**src/rtl/cmp_unit.sv**
```systemverilog
// Pipelined RISC-V style comparator: evaluates a funct3 compare on accept and carries
// the one-bit outcome through STAGES registers under valid/ready flow control.
module cmp_unit #(
  parameter int unsigned WIDTH  = 32,
  parameter int unsigned STAGES = 1
) (
  input  logic             clk,
  input  logic             rst,
  input  logic             in_valid,
  output logic             in_ready,
  input  logic [2:0]       op,
  input  logic [WIDTH-1:0] a,
  input  logic [WIDTH-1:0] b,
  input  logic             flush,
  output logic             out_valid,
  input  logic             out_ready,
  output logic [WIDTH-1:0] result,
  output logic             taken
);

  logic [STAGES-1:0] vld;
  logic [STAGES-1:0] bit_q;
  logic              advance;
  logic              accept;
  logic              cmp;

  assign advance  = !out_valid || out_ready;
  assign in_ready = advance && !flush;
  assign accept   = in_valid && in_ready;

  // funct3 decode; 010/011 alias the signed/unsigned less-than forms
  always_comb begin
    cmp = 1'b0;
    case (op)
      3'b000:         cmp = (a == b);
      3'b001:         cmp = (a != b);
      3'b100, 3'b010: cmp = ($signed(a) <  $signed(b));
      3'b101:         cmp = ($signed(a) >= $signed(b));
      3'b110, 3'b011: cmp = (a <  b);
      3'b111:         cmp = (a >= b);
      default:        cmp = 1'b0;
    endcase
  end

  // Outcome bits are only ever set alongside a valid bit, so idle stages read as zero
  always_ff @(posedge clk) begin
    if (rst) begin
      vld   <= '0;
      bit_q <= '0;
    end else if (flush) begin
      vld   <= '0;
      bit_q <= '0;
    end else if (advance) begin
      vld   <= STAGES'({vld, accept});
      bit_q <= STAGES'({bit_q, accept & cmp});
    end
  end

  assign out_valid = vld[STAGES-1];
  assign taken     = bit_q[STAGES-1];
  assign result    = WIDTH'(bit_q[STAGES-1]);

endmodule

```
**config.mk**
```make
export PLATFORM = sky130hd
export DESIGN_NAME = cmp_unit
export DESIGN_NICKNAME = d
export VERILOG_FILES = /design/src/rtl/cmp_unit.sv
export SDC_FILE = /design/constraint.sdc
export NUM_CORES = 1
export LEC_CHECK = 0
export ABC_CLOCK_PERIOD_IN_PS = 3100
export CORE_MARGIN = 1
export CORE_UTILIZATION = 34
export CTS_BUF_LIST = sky130_fd_sc_hd__clkbuf_8
export DETAILED_ROUTE_END_ITERATION = 6
export PLACE_DENSITY = 0.84
export SLEW_MARGIN = 5
export SYNTH_ARGS = -nofsm -noshare
export SYNTH_HDL_FRONTEND = slang
export SYNTH_SLANG_ARGS = --single-unit
```
**constraint.sdc**
```tcl
create_clock -name clk -period 3.1 [get_ports clk]
set_clock_uncertainty 0.15 [all_clocks]
set_input_delay 0.62 -clock clk [delete_from_list [all_inputs] [get_ports clk]]
set_output_delay 0.62 -clock clk [all_outputs]
set_load 0.05 [all_outputs]
```
======== Word-level counts from Yosys, hierarchy flattened ========
Cells that the tools add are included.
word-level totals
  output and inout port bits .............. 35
  logic and storage cells ................. 26
  flip-flop bits (word level) ............. 2
  input bits .............................. 72
cells by class
  equality and inequality tests ........... 9
  mux-type cells .......................... 1
  bitwise operators ....................... 1
  $lt $le $gt $ge ......................... 4
  reduce and logical (&&, ||, !) cells .... 9
operators with widths
  cell                                            number
  greater-or-equal comparator 32 bit              2
  less-than comparator 32 bit                     2
  == test 32 bit                                  1
  != test 32 bit                                  1
  == test 3 bit (second input constant)           4
  == test 3 x 2 -> 1 bit (second input constant)  2
  case mux 1 bit (6 select lines)                 1
  OR reduction 2 bit                              3
  == test 3 x 1 -> 1 bit (second input constant)  1
  logical NOT 3 bit                               1
  logical AND 1 bit                               2
  logical NOT 1 bit                               2
  bitwise AND 1 bit                               1
  logical OR 1 bit                                1

======== Logic depth before layout (Yosys ltp) ========
  depth after elaboration ................. 5
  gate-level depth with buffers ........... 9
  mapped depth without buffers ............ 9

======== Worst setup path before layout ========
No wires, ideal clock.
  path kind ............................... input -> register
  from .................................... input b[15]
  to ...................................... register bit_q (netlist: taken)
  stages .................................. 9
  path slack .............................. 0.562 ns
  buffers on the path ..................... 0
  required time ........................... 2.830 ns
  arrival ................................. 2.268 ns
  library setup time ...................... 0.120 ns
  cell sequence ........................... inv_1 ha_1 nand4_2 nor4_4 o21ai_2 a31oi_1 nor2_1 xor2_1 a211o_1
on the way
  cells in the longest elaborated chain, start to end .. 3
  elaborated cells on any way between the ends .. 8
  those cells by class .................... 4 x order compare; 2 x eq/ne; 1 x mux; 1 x bitwise
RTL lines
  item                                                              line  source
  from (decl)                                                       13    input logic [WIDTH-1:0] b,
  greater-or-equal comparator 32 bit, or another cell as far along  40    3'b111: cmp = (a >= b);
  case mux 1 bit (6 select lines) *                                 34    case (op)
  bitwise AND 1 bit *                                               55    bit_q <= STAGES'({bit_q, accept & cmp});
  to (signal assigned)                                              55
  to (decl)                                                         22    logic [STAGES-1:0] bit_q;
Mark *: on every way between the ends. The rest lies on a longest branch, timed or not.
A chain may end at the register's enable or synchronous reset.

======== Worst setup path in the final report ========
  from .................................... input b[30]
  to ...................................... register bit_q (netlist: taken)
Same word-level chain as after synthesis.

==> results.yml <==
drt:
  first_pass_iters: 4
  avgViaCountPerCell: 4.42
  route.detailed.drc: 0
  num_vias: 1348
  drt_iter0_drc: 29
  ant_nets: 0
  routed_wl_um: 2840
  routedWlPerCell_um: 9.32
placed_design:
  placed_cells: 302
  port_buffers: 75
  dp_hpwl_um: 2570
  gp_congestion: 0.733
timing:
  rsz0062_at_grt: "false"
  hold_viol: 0
  fin_crit_ns: 2.89
  period_share: 0.933
  slew_violations: 0
  fmax_ghz: 0.346
  fin_tns_setup_ns: 0
  finalSetupViolCount: 0
logic_synthesis:
  synthCells: 177
  syn-cell-area_um2: 1300
  synth-async-reset-ratio: 0
  synth.area.top_cells: "ha_1, buf_4, inv_1"
  ys_top_cells_by_count: "inv_1, buf_4, ha_1, a21oi_1, nor2_1"
  yosys.area.top_type: "ha_1"
  synthFlopType: "dfxtp_1"
  yosys_warnings: 0
  seq_area_frac_synth: 0.0309
  synth-edff-count: 0
  synth_cell_type_count: 32
  synth_top_area_share: 0.309
  yosysMostFrequentCell: "inv_1"
  avgSynthCellArea_um2: 7.33
  ys_seq_elements: 2
global_route:
  grt_max_degree: 6
  antenna_found_initial: 0
  grt_pass1_wl_um: 4750
  overflow: 0
  grt_usage: 0.143
  grt_pass1_vias: 1242
pwr:
  irDropWorstVdd_v: 0.000182
  comb_power_share: 0.704
  switchingPower_uw: 192
  leakage_nw: 1.06
  p_int_uw: 245
  p_per_area_nw_per_um2: 214
  swShare: 0.439
  pwr-share-seq: 0.064
  power_frac_clock: 0.232
critical_path:
  start_kind: "input port"
  rr_startpoint: "out_valid"
  arrival_ns: 2.83
  critPathMaxFanout: 4
  crit_required_ns: 3.04
  critPathLaunch: "b[30]"
  worst-setup-path-type: "in -> reg"
  end_kind: "register"
floorplan:
  die_w_um: 63.8
  die_h_um: 63.8
  num_io_pins: 107
  dieArea_um2: 4070
  start_util: 0.354
  coreArea_um2: 3660
  rows: 22
worst_hold_path:
  min_from: "out_valid"
  hold_class: "reg -> reg"
cells_and_area:
  antennaDiodeCount: 0
  stdcell_count: 305
  nets: 363
  area_delta_synth_final_pct: 58.0
  drive_gt1_frac: 0.0584
  final_core_util: 0.560
clocking:
  clock-sinks: 2
  cts_tree: "built"
  clk_pin_slew_ns: 0.03
  root_buffer: "clkbuf_8"
  cts_buffers: 3
  clockBufferDepth: 2
  cts_resized: 0
  h-tree-depth: 1
  insertion_delay_ns: 0.21
  cts_hold_buffers: 0
  cts_setup_buffers: 0
run_status:
  outcome: "finished clean"
run:
  drv_cap: 0
[registers in the layout, summed over array words and instances (netlist names)]
| register | cells |
|---|---|
| out_valid | 1 |
| taken | 1 |
[cells by family after synthesis]
| group | after synthesis | synth area share |
|---|---|---|
| simple gates | 38 | 0.186 |
| flops | 2 | 0.0309 |
| other cells | 1 | 0.00289 |
| compound gates | 37 | 0.181 |
| xor+xnor | 1 | 0.00675 |
| buf+inv | 66 | 0.284 |
| fa+ha+maj | 32 | 0.309 |
[path summary, 6_finish.rpt]
path | end | slack (ns) | cells after the start
setup reg to reg | taken | 1.90 | 6
setup / recovery | taken | 0.21 | 10
hold reg to reg | out_valid | 0.52 | 2
hold / removal | out_valid | 0.52 | 2
[through the flow]
| step | area [µm²] | setup slack, ns | hold slack (ns) | power, mW |
|---|---|---|---|---|
| floorplan | 1410 | 0.562 | 0.594 | 0.247 |
| CTS | 2050 | 0.200 | 0.521 | 0.444 |
| finish | 2050 | 0.207 | 0.515 | 0.438 |
| global route | 2050 | 0.0274 | 0.553 | 0.474 |
| detailed placement | 2010 | 0.0106 | 0.489 | 0.336 |
| global placement | 2010 | 0.0701 | 0.472 | 0.331 |
[area by class of cell]
class	count	area, µm²
fill	344	1610
clock buffer	3	41.3
timing repair buffer	79	778
tap	48	60.1
inverter	34	128
sequential	2	40.0
multi-input combinational	139	1000
[critical path: stages]
cell and delay [ns]:
clkdlybuf4s50_1 0.45, inv_1 0.05, ha_1 0.33, nand4_2 0.20
nor4_4 0.35, inv_1 0.09, a31oi_1 0.20, nor2_1 0.08
xor2_1 0.17, a211o_1 0.31
[layout by cell type, fill, tap and decap left out, drive strengths merged, types with 3 or more instances in the layout]
cell	netlist	routed
nor2	10	10
ha	32	32
clkdlybuf4s50	0	74
nand4	8	8
conb	1	31
inv	34	34
buf	32	5
o21ai	6	6
nor2b	3	3
nand2	9	9
clkbuf	0	3
a31oi	3	3
a21oi	14	14
[layer usage]
metal | part of all wire | up-vias | track usage
met5 | 0 | - | 0
met3 | 0.077 | 4 | 0.0339
met2 | 0.51 | 65 | 0.277
met1 | 0.40 | 575 | 0.149
li1 | - | 704 | -
met4 | 0.0060 | 0 | 0.0455
[power groups by stage]
stage | logic [mW] | registers, mW | clock network, mW
final | 0.308 | 0.0280 | 0.102
after global routing | 0.338 | 0.0282 | 0.107
after CTS | 0.310 | 0.0280 | 0.106
after detailed placement | 0.308 | 0.0284 | 0
after global placement | 0.303 | 0.0284 | 0
after floorplan | 0.214 | 0.0324 | 0
Note: power is estimated with default switching activity, not from simulation.
